File: config.mk
export PLATFORM = sky130hd
export DESIGN_NAME = spi_shift_engine
export DESIGN_NICKNAME = d
export VERILOG_FILES = /design/src/rtl/spi_shift_engine.sv
export SDC_FILE = /design/constraint.sdc
export NUM_CORES = 1
export LEC_CHECK = 0
export ABC_AREA = 1
export ABC_CLOCK_PERIOD_IN_PS = 8300
export CAP_MARGIN = 0
export CORE_UTILIZATION = 67
export DETAILED_ROUTE_END_ITERATION = 8
export DONT_BUFFER_PORTS = 1
export PLACE_DENSITY = 0.84
export SKIP_CTS_REPAIR_TIMING = 1
export SLEW_MARGIN = 20
export SYNTH_ARGS = -nofsm -noshare
export SYNTH_HDL_FRONTEND = slang
export SYNTH_SLANG_ARGS = --single-unit
File: constraint.sdc
create_clock -name clk -period 8.3 [get_ports clk]
set_clock_uncertainty 0.1 [all_clocks]
set_input_delay 0.83 -clock clk [delete_from_list [all_inputs] [get_ports clk]]
set_output_delay 0.83 -clock clk [all_outputs]
set_load 0.1 [all_outputs]
File: src/rtl/spi_shift_engine.sv
`default_nettype none
// ============================================================================
// Module : spi_shift_engine
// Brief  : FIFO-fed SPI serialiser/deserialiser timed by baud-edge ticks.
//          Define SPI_LOOPBACK_EN to add the internal tx->rx loopback input.
// Rev    : 1.0
// ============================================================================
module spi_shift_engine #(
    parameter int DATA_W        = 32,
    parameter int CS_HOLD_TICKS = 1
) (
    input  logic              clk,
    input  logic              reset,
    input  logic              enable,
`ifdef SPI_LOOPBACK_EN
    input  logic              loopback,
`endif
    input  logic              baud_in,
    input  logic              cpol,
    input  logic              cpha,
    input  logic [4:0]        word_size,
    input  logic [1:0]        cs_select,
    input  logic              cs_auto,
    input  logic              tx_empty,
    input  logic [DATA_W-1:0] tx_data,
    output logic              tx_pop,
    input  logic              rx_full,
    output logic [DATA_W-1:0] rx_data,
    output logic              rx_push,
    output logic              rxfo_set,
    output logic              busy,
    input  logic              rx,
    output logic              tx,
    output logic              clk_out,
    output logic              cs_0,
    output logic              cs_1,
    output logic              cs_2,
    output logic              cs_3
);
    typedef enum logic [2:0] {
        IDLE  = 3'd0,
        LOAD  = 3'd1,
        SHIFT = 3'd2,
        DONE  = 3'd3,
        HOLD  = 3'd4
    } state_t;

    state_t            state_q, state_d;
    logic              baud1_q, baud2_q;
    logic [6:0]        cnt_q, cnt_d;
    logic [3:0]        hold_q, hold_d;
    logic [4:0]        idx_q, idx_d;
    logic [1:0]        sel_q, sel_d;
    logic              cpol_q, cpol_d, cpha_q, cpha_d;
    logic [DATA_W-1:0] data_q, data_d, rxsh_q, rxsh_d, rx_data_q, rx_data_d;
    logic              tx_q, tx_d, sck_q, sck_d;
    logic [3:0]        cs_q, cs_d;
    logic              push_q, push_d, rxfo_q, rxfo_d;

    logic              w_tick, w_lead, w_smp;
    logic [4:0]        w_idx_m1;

    assign w_tick   = baud1_q ^ baud2_q;
    // The frame spans an even tick count, so an even remaining count marks a leading edge.
    assign w_lead   = ~cnt_q[0];
    assign w_idx_m1 = idx_q - 5'd1;
`ifdef SPI_LOOPBACK_EN
    assign w_smp    = loopback ? tx_q : rx;
`else
    assign w_smp    = rx;
`endif

    always_comb begin
        state_d   = state_q;
        cnt_d     = cnt_q;
        hold_d    = hold_q;
        idx_d     = idx_q;
        sel_d     = sel_q;
        cpol_d    = cpol_q;
        cpha_d    = cpha_q;
        data_d    = data_q;
        rxsh_d    = rxsh_q;
        rx_data_d = rx_data_q;
        tx_d      = tx_q;
        sck_d     = sck_q;
        cs_d      = cs_q;
        push_d    = 1'b0;
        rxfo_d    = 1'b0;
        case (state_q)
            IDLE: begin
                sck_d = cpol;
                cs_d  = 4'hF;
                if (!tx_empty)
                    state_d = LOAD;
            end
            LOAD: begin
                data_d  = tx_data;
                cpol_d  = cpol;
                cpha_d  = cpha;
                sel_d   = cs_select;
                idx_d   = word_size;
                rxsh_d  = '0;
                sck_d   = cpol;
                cs_d    = ~(4'b0001 << cs_select);
                cnt_d   = {1'b0, word_size, 1'b0} + 7'd2;
                if (!cpha)
                    tx_d = tx_data[word_size];
                state_d = SHIFT;
            end
            SHIFT: begin
                if (w_tick) begin
                    sck_d = ~sck_q;
                    cnt_d = cnt_q - 7'd1;
                    if (w_lead) begin
                        if (cpha_q) begin
                            tx_d  = data_q[idx_q];
                            idx_d = w_idx_m1;
                        end else begin
                            rxsh_d = {rxsh_q[DATA_W-2:0], w_smp};
                        end
                    end else begin
                        if (cpha_q) begin
                            rxsh_d = {rxsh_q[DATA_W-2:0], w_smp};
                        end else if (cnt_q != 7'd1) begin
                            tx_d  = data_q[w_idx_m1];
                            idx_d = w_idx_m1;
                        end
                    end
                    if (cnt_q == 7'd1) begin
                        sck_d   = cpol_q;
                        state_d = DONE;
                    end
                end
            end
            DONE: begin
                if (rx_full) begin
                    rxfo_d = 1'b1;
                end else begin
                    push_d    = 1'b1;
                    rx_data_d = rxsh_q;
                end
                hold_d  = 4'(CS_HOLD_TICKS);
                state_d = HOLD;
            end
            HOLD: begin
                if (w_tick) begin
                    hold_d = hold_q - 4'd1;
                    if (hold_q == 4'd1) begin
                        // Back-to-back frames keep CS low only if the same slave is still selected.
                        if (!cs_auto && !tx_empty && (cs_select == sel_q)) begin
                            state_d = LOAD;
                        end else begin
                            cs_d    = 4'hF;
                            state_d = IDLE;
                        end
                    end
                end
            end
            default: state_d = IDLE;
        endcase
        if (!enable) begin
            state_d   = IDLE;
            cs_d      = 4'hF;
            sck_d     = cpol;
            tx_d      = 1'b0;
            push_d    = 1'b0;
            rxfo_d    = 1'b0;
            rx_data_d = rx_data_q;
        end
    end

    always_ff @(posedge clk or posedge reset) begin
        if (reset) begin
            state_q   <= IDLE;
            baud1_q   <= 1'b0;
            baud2_q   <= 1'b0;
            cnt_q     <= '0;
            hold_q    <= '0;
            idx_q     <= '0;
            sel_q     <= '0;
            cpol_q    <= 1'b0;
            cpha_q    <= 1'b0;
            data_q    <= '0;
            rxsh_q    <= '0;
            rx_data_q <= '0;
            tx_q      <= 1'b0;
            sck_q     <= 1'b0;
            cs_q      <= 4'hF;
            push_q    <= 1'b0;
            rxfo_q    <= 1'b0;
        end else begin
            state_q   <= state_d;
            baud1_q   <= baud_in;
            baud2_q   <= baud1_q;
            cnt_q     <= cnt_d;
            hold_q    <= hold_d;
            idx_q     <= idx_d;
            sel_q     <= sel_d;
            cpol_q    <= cpol_d;
            cpha_q    <= cpha_d;
            data_q    <= data_d;
            rxsh_q    <= rxsh_d;
            rx_data_q <= rx_data_d;
            tx_q      <= tx_d;
            sck_q     <= sck_d;
            cs_q      <= cs_d;
            push_q    <= push_d;
            rxfo_q    <= rxfo_d;
        end
    end

    assign tx_pop   = (state_q == LOAD);
    assign busy     = (state_q != IDLE);
    assign rx_push  = push_q;
    assign rxfo_set = rxfo_q;
    assign rx_data  = rx_data_q;
    assign tx       = tx_q;
    assign clk_out  = sck_q;
    assign cs_0     = cs_q[0];
    assign cs_1     = cs_q[1];
    assign cs_2     = cs_q[2];
    assign cs_3     = cs_q[3];

endmodule
`default_nettype wire
Word level (Yosys, flattened, before mapping)

Index checks and enable logic that the tools add are counted.

Flip-flop bits (word level): 129
Input bits: 49
Logic and storage cells: 127

Add/subtract/negate cells: 4
Order comparisons: 3
Equal/unequal tests: 28
Shifts and indexed selects: 1
Multiplexer cells: 52
Bitwise operators: 4
Reductions and logical operators: 18

Operators with widths:

| cell                                                        | number |
|---|---|
| 2-to-1 mux 32 bit                                           | 4 |
| one-hot mux 32 bit (2 select lines)                         | 1 |
| != test 3 bit (second input constant)                       | 12 |
| 2-to-1 mux 5 bit                                            | 5 |
| 2-to-1 mux 1 bit                                            | 20 |
| 2-to-1 mux 4 bit                                            | 5 |
| less-than comparator 5 x 6 -> 1 bit (second input constant) | 3 |
| 2-to-1 mux 3 bit                                            | 6 |
| binary-select mux 1 bit (select 5 bit)                      | 3 |
| one-hot mux 3 bit (5 select lines)                          | 1 |
| one-hot mux 7 bit (2 select lines)                          | 1 |
| != test 4 bit (second input constant)                       | 3 |
| one-hot mux 4 bit (3 select lines)                          | 1 |
| one-hot mux 5 bit (2 select lines)                          | 1 |
| AND reduction 5 bit                                         | 2 |
| one-hot mux 4 bit (2 select lines)                          | 1 |
| AND reduction 4 bit                                         | 2 |
| adder 6 x 2 -> 7 bit (second input constant)                | 1 |
| == test 7 x 1 -> 1 bit (second input constant)              | 1 |
| 2-to-1 mux 7 bit                                            | 1 |
| != test 7 x 1 -> 1 bit (second input constant)              | 1 |
| subtractor 7 x 1 -> 7 bit (second input constant)           | 1 |
| == test 3 x 2 -> 1 bit (second input constant)              | 2 |
| AND reduction 2 bit                                         | 3 |
| other kinds (23)                                            | 29 |

Longest topological paths before layout

Gate-level depths: netlist of the first run.

Depth after elaboration: 9
Mapped depth: 16
Mapped depth without buffers: 14

Worst setup path before layout of the first run

No wires, ideal clock.

Path kind: flip-flop to output port
Start point: register state_q[2]
End point: output tx_pop
Arrival: 1.862 ns
Slack: 5.508 ns
Stages on the path, launching flop included: 5
Buffers on the path: 1
Cells stage by stage: dfrtp_1 > inv_1 > nand3_2 > inv_1 > buf_1

Cells in the longest elaborated chain, start to end: 1

RTL lines:

| what                   | RTL line | RTL |
|---|---|---|
| start, declared        | 48       | `state_t state_q, state_d;` |
| start signal, assigned | 192      | `state_q <= state_d;` |
| == test 3 x 1 -> 1 bit | 212      | `assign tx_pop = (state_q == LOAD);` |
| end, declared          | 26       | `output logic tx_pop,` |

No other way between the ends.

Final worst setup path of the first run

Same ends and word-level chain as after synthesis.

==> impl_results.md, run 1 <==
- Status: finished clean
- Clock tree from TritonCTS: yes
- Number of clock buffers inserted by TritonCTS: 17
- Finish-stage setup viols: 0
- Pwr/cell area: around 340 nW/um2
- CTS sink cnt: between 100 and 150
- Flip-flop and latch count after synthesis: 129
- Primary FF master, synth: sky130_fd_sc_hd__dfrtp_1
- Antenna cell count: 0
- Setup TNS: 0 ns
- Number of violations of the max-capacitance limit: 0
- Core region area: around 9200 um2
- Clock-pin slew on the worst setup and hold paths: around 0.060 ns
- Core Util, Final: 75.7%
- Leak Pwr: 3.37 nW
- Vertical die dimension: 99.8 um
- Most area-hungry cell type in the Yosys netlist: sky130_fd_sc_hd__dfrtp_1
- Arr. time, crit path: approximately 2.9 ns
- Cell repeated most along the worst path: sky130_fd_sc_hd__inv_1
- CTS Root Buffer Type: sky130_fd_sc_hd__clkbuf_8
- Share of synthesized registers carrying an async set or reset: 100%
- Worst-margin pin slew: ~0.99 ns
- Ports: slightly above 90
- Kind of launch point of the worst setup path: register
- Number of buffers added on ports: 0
- DRT Pass-1 Iters: 5
- Final Hold Violating Endpoints: 0
- Half-perimeter wire length after placement: ~10 mm
- Unrepaired setup endpoints after global routing: false
- Effective utilization at floorplan: between 60% and 70%
- GRT Residual Overflow: 0
- Critical path's slowest cell: sky130_fd_sc_hd__nand3_2
- Class of the tightest hold or removal check: in -> async
- Area fraction of the dominant cell type after synthesis: about half
- Reg-to-reg critical path startpoint: state_q[2]
- Syn_nets: ~880
- Maximum number of pins on one net before global-route repair: between 60 and 70
- Launch point of the critical path: state_q[2]
- Cell Area, Placed: approximately 6400 um2
- FMAX: between 200 and 300 MHz
- Count of flip-flops with a built-in enable after synthesis: 0
- Global router's overall resource usage: 32.7%
- Crit path max fanout: 55
- Count of warnings emitted by yosys: 0
- Top cells by area in the synthesized netlist: sky130_fd_sc_hd__dfrtp_1 (49%), sky130_fd_sc_hd__nand2_1 (13%), sky130_fd_sc_hd__nand3_1 (8.4%)
- Final Instance Area: 7000 um2
- Number of global-route vias before repair: slightly above 5000
- Horizontal die dimension: between 90 and 100 um
- Synthesized netlist cell count: 826
- PnR Total Power: around 2.4 mW
- CTS H-tree lvls: 4
- Count of pins over their slew limit: 0
- Placer Congestion: slightly above 0.9
- Vias after detailed routing: 5578
- Growth of design area from synthesis to finish: 9.16%
- Number of rows in the core area: 35
- Remaining design rule violation count: 0
- Avg WL per Cell: approximately 16 um
- Critical path class: reg -> out
- Final clock period utilization by the worst path: 45.9%
- Worst-case headroom to the max-slew limit: about 34%
- Post-detailed-route via-to-cell ratio: 5.87
- Average size of a mapped cell: 7.76 um2
- Number of distinct library cell variants in the gate-level netlist after synthesis: 36
- First-pass GRT wire length: roughly 25 mm
- Largest buffer count on any clock path: 2
- Routed Wire Length: around 16 mm
- Share of the yosys chip area belonging to registers: between 50% and 60%
- Series of cell instances along the critical path: inv_1 > nand3_2 > inv_1 > buf_4
- Overall die area: about 10000 um2
- Worst-case hold slack: around 0.2 ns
- Nature of the critical path endpoint: primary output
- Violation count after the first detailed-routing iteration: around 460
- Final critical path time including I/O delays and setup: 3.81 ns
- Biggest cell delay along the critical path: 0.76 ns
- Share of post-route cells with drive strength above 1: 5.97%
- Total of fill cells in the finished design: 667
- Layout net count: about 860
- CP required: between 7 and 8 ns
- Footprint of the flip-flops and latches: around 3200 um2
- Antenna violations before repair: 0
- Total area of multi-input combinational cells: 2590 um2
- Number of nets with antenna violations after routing: 0
- Maximum VDD drop: about 0.0002 V
- Cell area after synthesis: between 6000 and 7000 um2
- Clock latency at the later pin of the worst-skew pair: 0.53 ns
## sequential cells by signal (all words and copies together), names as in the netlist, 2 cells and up
signal / flops
hold_q: 4
idx_q: 5
rxsh_q: 32
sel_q: 2
data_q: 32
state_q: 3
rx_data: 32
cs_q: 4
cnt_q: 7
## per-layer routing
layer,up-vias,share of wire (%),track usage [%]
li1,2655,-,-
met1,2645,43,44.1
met2,244,47,51.2
met3,34,8.0,8.91
met4,0,2.0,11.4
met5,-,0,0
## metrics by stage
| stage | std cells | setup slack [ns] |
|---|---|---|
| after global placement | 918 | 5.21 |
| after CTS | 950 | 4.48 |
| after detailed placement | 918 | 5.07 |
| after floorplan | 826 | 3.94 |
| after global routing | 950 | 4.30 |
| final | 950 | 4.49 |
## final cells by class
type                    instances  area share, %
clock buffers                  20           6.37
clock inverters                12           2.22
inverters                     102           5.51
multi-input cells             555           37.1
flip-flops and latches        129           46.2
well taps                     129           2.31
repair buffers                  3          0.322
## cell usage after synthesis, types with 2 or more instances
| master | number |
|---|---|
| sky130_fd_sc_hd__inv_1 | 95 |
| sky130_fd_sc_hd__nor3_1 | 7 |
| sky130_fd_sc_hd__xor2_1 | 3 |
| sky130_fd_sc_hd__buf_6 | 3 |
| sky130_fd_sc_hd__buf_2 | 16 |
| sky130_fd_sc_hd__o211ai_1 | 3 |
| sky130_fd_sc_hd__a21oi_1 | 33 |
| sky130_fd_sc_hd__dfstp_2 | 4 |
| sky130_fd_sc_hd__clkinv_1 | 2 |
| sky130_fd_sc_hd__inv_2 | 5 |
| sky130_fd_sc_hd__o22ai_1 | 2 |
| sky130_fd_sc_hd__ha_1 | 6 |
| sky130_fd_sc_hd__buf_4 | 2 |
| sky130_fd_sc_hd__o21ai_0 | 90 |
| sky130_fd_sc_hd__nor2_1 | 31 |
| sky130_fd_sc_hd__clkbuf_1 | 17 |
| sky130_fd_sc_hd__o21ai_1 | 32 |
| sky130_fd_sc_hd__nand2_1 | 224 |
| sky130_fd_sc_hd__buf_1 | 2 |
| sky130_fd_sc_hd__dfrtp_1 | 125 |
| sky130_fd_sc_hd__nand3_1 | 107 |
| sky130_fd_sc_hd__nand4_1 | 3 |
## where the power goes
group,internal (mW),switching (mW),leakage [nW]
Combinational,0.219,0.473,1.38
Sequential,0.750,0.161,1.69
Clock,0.475,0.286,0.292
## kinds of logic (layout without fill, tap and decap cells)
group | count (synthesis) | after routing | synth area share [%]
AND/OR/NAND/NOR | 377 | 377 | 24.9
AO/OA/AOI/OAI | 168 | 168 | 13.8
buffers and inverters | 142 | 137 | 9.10
flip-flops | 129 | 129 | 50.4
adder cells (fa/ha/maj) | 6 | 6 | 1.17
XOR/XNOR | 4 | 4 | 0.547
## final timing paths
check                           cells past startpoint         end  slack [ns]
worst min register to register                      0     baud2_q        0.30
max in group asynchronous                           2   rxsh_q[3]        6.61
worst max register to register                      7  rxsh_q[15]        5.26
worst min-delay path                                1     rx_push        0.20
worst max-delay path                                4      tx_pop        4.49
min in group clk                                    0     baud1_q        0.22
## placed cells by master (no fill, tap or decap), types with 4 or more instances in the layout
master                      Yosys  routed
sky130_fd_sc_hd__nand2_1      224     224
sky130_fd_sc_hd__o21ai_1       32      32
sky130_fd_sc_hd__clkbuf_16      0      16
sky130_fd_sc_hd__ha_1           6       6
sky130_fd_sc_hd__inv_2          5       5
sky130_fd_sc_hd__nor2_1        31      31
sky130_fd_sc_hd__a21oi_1       33      33
sky130_fd_sc_hd__dfstp_2        4       4
sky130_fd_sc_hd__inv_1         95      94
sky130_fd_sc_hd__dfrtp_1      125     125
sky130_fd_sc_hd__nand3_1      107     107
sky130_fd_sc_hd__o21ai_0       90      90
sky130_fd_sc_hd__nor3_1         7       7
## critical path, delay by kind of cell (launching register included)
kind / cells / cell delay (ns)
buffers and inverters: 3 / 1.11
AND/OR/NAND/NOR: 1 / 0.76
flip-flops: 1 / 0.45
(Power assumes the default switching activity.)
==> run 2: changes to the inputs <==
Settings changed: ABC_CLOCK_PERIOD_IN_PS 8300 to 3900, CORE_UTILIZATION 67 to 64, PLACE_DENSITY 0.84 to 0.81.
Clock period 8.3 ns to 3.9 ns, I/O delays scaled along.
==> run 2 against run 1 <==
Non-clock buffer count increased by 46. Flip-flop and latch count is the same. Register-to-register slack worse by 4.2 ns. Hold slack worse by 0.19 ns. Count of clock-buffer cells in the layout is the same. Sequential power is 110% higher. Largest cell class unchanged. Highest routed layer unchanged.
==> impl_results.md, run 2 (synthesized netlist as in run 1, its figures left out) <==
- Leak Pwr: 3.55 nW (+5.4%)
- Vertical die dimension: 102 um (+2.3%)
- Unrepaired setup endpoints after global routing: false
- Largest buffer count on any clock path: 2 (unchanged)
- Setup slack after placement: 1.13 ns (-3.94 ns)
- Clock-pin slew on the worst setup and hold paths: 0.06 ns (about the same)
- Top library cells by usage in the layout, fill and taps aside: sky130_fd_sc_hd__nand2_1 (224), sky130_fd_sc_hd__dfrtp_1 (125), sky130_fd_sc_hd__nand3_1 (107), sky130_fd_sc_hd__inv_1 (94), sky130_fd_sc_hd__o21ai_0 (90)
- PnR worst setup slack: 1.04 ns (-3.46 ns)
- Growth of design area from synthesis to finish: 16.5%
- Placer Congestion: 0.882 (-3.3%)
- Class of the tightest hold or removal check: in -> reg
- Final critical path time including I/O delays and setup: about 2.9 ns
- Violation count after the first detailed-routing iteration: 447 (-3.0%)
- Effective utilization at floorplan: 65.9% (-3.5 points)
- FMAX: 349 MHz
- First-pass GRT wire length: 25.2 mm (+0.39%)
- Nature of the critical path endpoint: register
- DRT Pass-1 Iters: 6 (+1)
- Half-perimeter wire length after placement: 9.88 mm (-1.3%)
- Number of rows in the core area: 36 (+2.9%)
- Final Hold Violating Endpoints: 0 (unchanged)
- Overall die area: 10400 um2 (+4.6%)
- Setup TNS: 0 ns (unchanged)
- Number of nets with antenna violations after routing: 0 (unchanged)
- Share of post-route cells with drive strength above 1: 6.00% (+0.029 points)
- Clock latency at the later pin of the worst-skew pair: 0.54 ns (about the same)
- Avg WL per Cell: 16.5 um (+1.1%)
- Vias after detailed routing: 5841 (+4.7%)
- Ports: 91 (unchanged)
- Number of placed instances with taps included: 923 (+0.54%)
- Number of global-route vias before repair: 5342 (+3.4%)
- Crit path max fanout: 36 (-35%)
- Worst-case headroom to the max-slew limit: 36.7% (+3.0 points)
- Critical path class: reg -> reg
- Antenna violations before repair: 0 (unchanged)
- Routed Wire Length: 16.5 mm (+6.4%)
- Global router's overall resource usage: 31.9% (-0.80 points)
- Clock tree from TritonCTS: yes
- Number of clock buffers inserted by TritonCTS: 17 (unchanged)
- Kind of launch point of the worst setup path: register
- Count of pins over their slew limit: 0 (unchanged)
- CTS sink cnt: 129 (unchanged)
- Final clock period utilization by the worst path: around three quarters
- CTS H-tree lvls: 4 (unchanged)
- Most common library cell in the layout ignoring fill and taps: sky130_fd_sc_hd__nand2_1
- Antenna cell count: 0 (unchanged)
- Maximum number of pins on one net before global-route repair: 83 (+22%)
- Remaining design rule violation count: 0 (unchanged)
- Core region area: 9730 um2 (+5.3%)
- Number of violations of the max-capacitance limit: 0 (unchanged)
- Status: finished clean
- Pwr/cell area: 673 nW/um2 (+99%)
- Horizontal die dimension: 102 um (+2.3%)
- Layout Cells excl Fill: 1000 (+5.3%)
- Maximum VDD drop: 0.000490 V (+140%)
- CP required: 4.28 ns (-3.09 ns)
- Worst-margin pin slew: 0.950 ns (-0.0442 ns)
- CTS Root Buffer Type: sky130_fd_sc_hd__clkbuf_8
- Layout net count: 909 (+5.3%)
- Post-detailed-route via-to-cell ratio: 5.84 (-0.52%)
- Finish-stage setup viols: 0 (unchanged)
- Number of buffers added on ports: 0 (unchanged)
- GRT Residual Overflow: 0 (unchanged)
- Arr. time, crit path: 3.24 ns (+0.36 ns)
-- run 2: cell count changes in the layout (fill, tap and decap cells not counted), sizes merged --
cell,change
buf,+2
bufinv,-1
clkinv,-1
clkinvlp,+3
dlygate4sd3,+44
inv,-1
-- run 2: final timing paths --
path / endpoint / slack [ns] / depth (start not counted) / start
min in group asynchronous: state_q[0] / 0.23 / 2 / reset
hold reg to reg: baud2_q / 0.32 / 0 / baud1_q
hold / removal: cs_q[3] / 0.005 / 3 / cs_select[1]
max in group asynchronous: rxsh_q[30] / 2.75 / 3 / reset
setup / recovery: tx / 1.04 / 13 / idx_q[0]
setup reg to reg: tx / 1.04 / 13 / idx_q[0]
-- run 2: through the flow --
step / utilization (%) / hold WS, ns / instance area [um2] / power [mW]
floorplan: - / 0.273 / 6410 / 3.07
global placement: 66.0 / 0.282 / 6420 / 3.32
detailed placement: 66.0 / 0.289 / 6420 / 3.37
CTS: 72.0 / -0.240 / 7010 / 4.97
global route: 76.8 / 0.0166 / 7470 / 5.33
finish: 76.8 / 0.00526 / 7470 / 5.02
-- run 2: power by group --
| part | total [mW] | internal (mW) | switching (mW) |
|---|---|---|---|
| Sequential | 1.95 | 1.60 | 0.349 |
| Combinational | 1.51 | 0.500 | 1.01 |
| Clock | 1.56 | 0.961 | 0.603 |
| Total | 5.02 | 3.06 | 1.97 |
-- run 2: critical path: stages (launching register included) --
cell and delay (ns):
sky130_fd_sc_hd__dfrtp_1 0.33, sky130_fd_sc_hd__buf_4 0.31, sky130_fd_sc_hd__inv_2 0.32, sky130_fd_sc_hd__ha_1 0.58, sky130_fd_sc_hd__clkinv_1 0.35, sky130_fd_sc_hd__nand3_1 0.20, sky130_fd_sc_hd__nand3_1 0.08, sky130_fd_sc_hd__nand3_1 0.09
sky130_fd_sc_hd__nand3_1 0.09, sky130_fd_sc_hd__nand3_1 0.10, sky130_fd_sc_hd__nand2_1 0.06, sky130_fd_sc_hd__nand2_1 0.05, sky130_fd_sc_hd__nand2_1 0.06, sky130_fd_sc_hd__nand2_1 0.05
-- run 2: cell type report --
type / instances / area [um2]
clock buffer: 20 / 455
clock inverter: 12 / 131
fill: 720 / 2260
inverter: 102 / 387
multi-input combinational: 555 / 2590
sequential: 129 / 3230
tap: 133 / 166
timing repair buffer: 49 / 503
-- run 2: routing by layer --
metal | GRT usage, % | up-vias | part of all wire [%]
li1 | - | 2739 | -
met1 | 40.8 | 2769 | 40
met2 | 50.3 | 284 | 48
met3 | 10.4 | 49 | 8.5
met4 | 12.6 | 0 | 3.0
met5 | 0 | - | 0
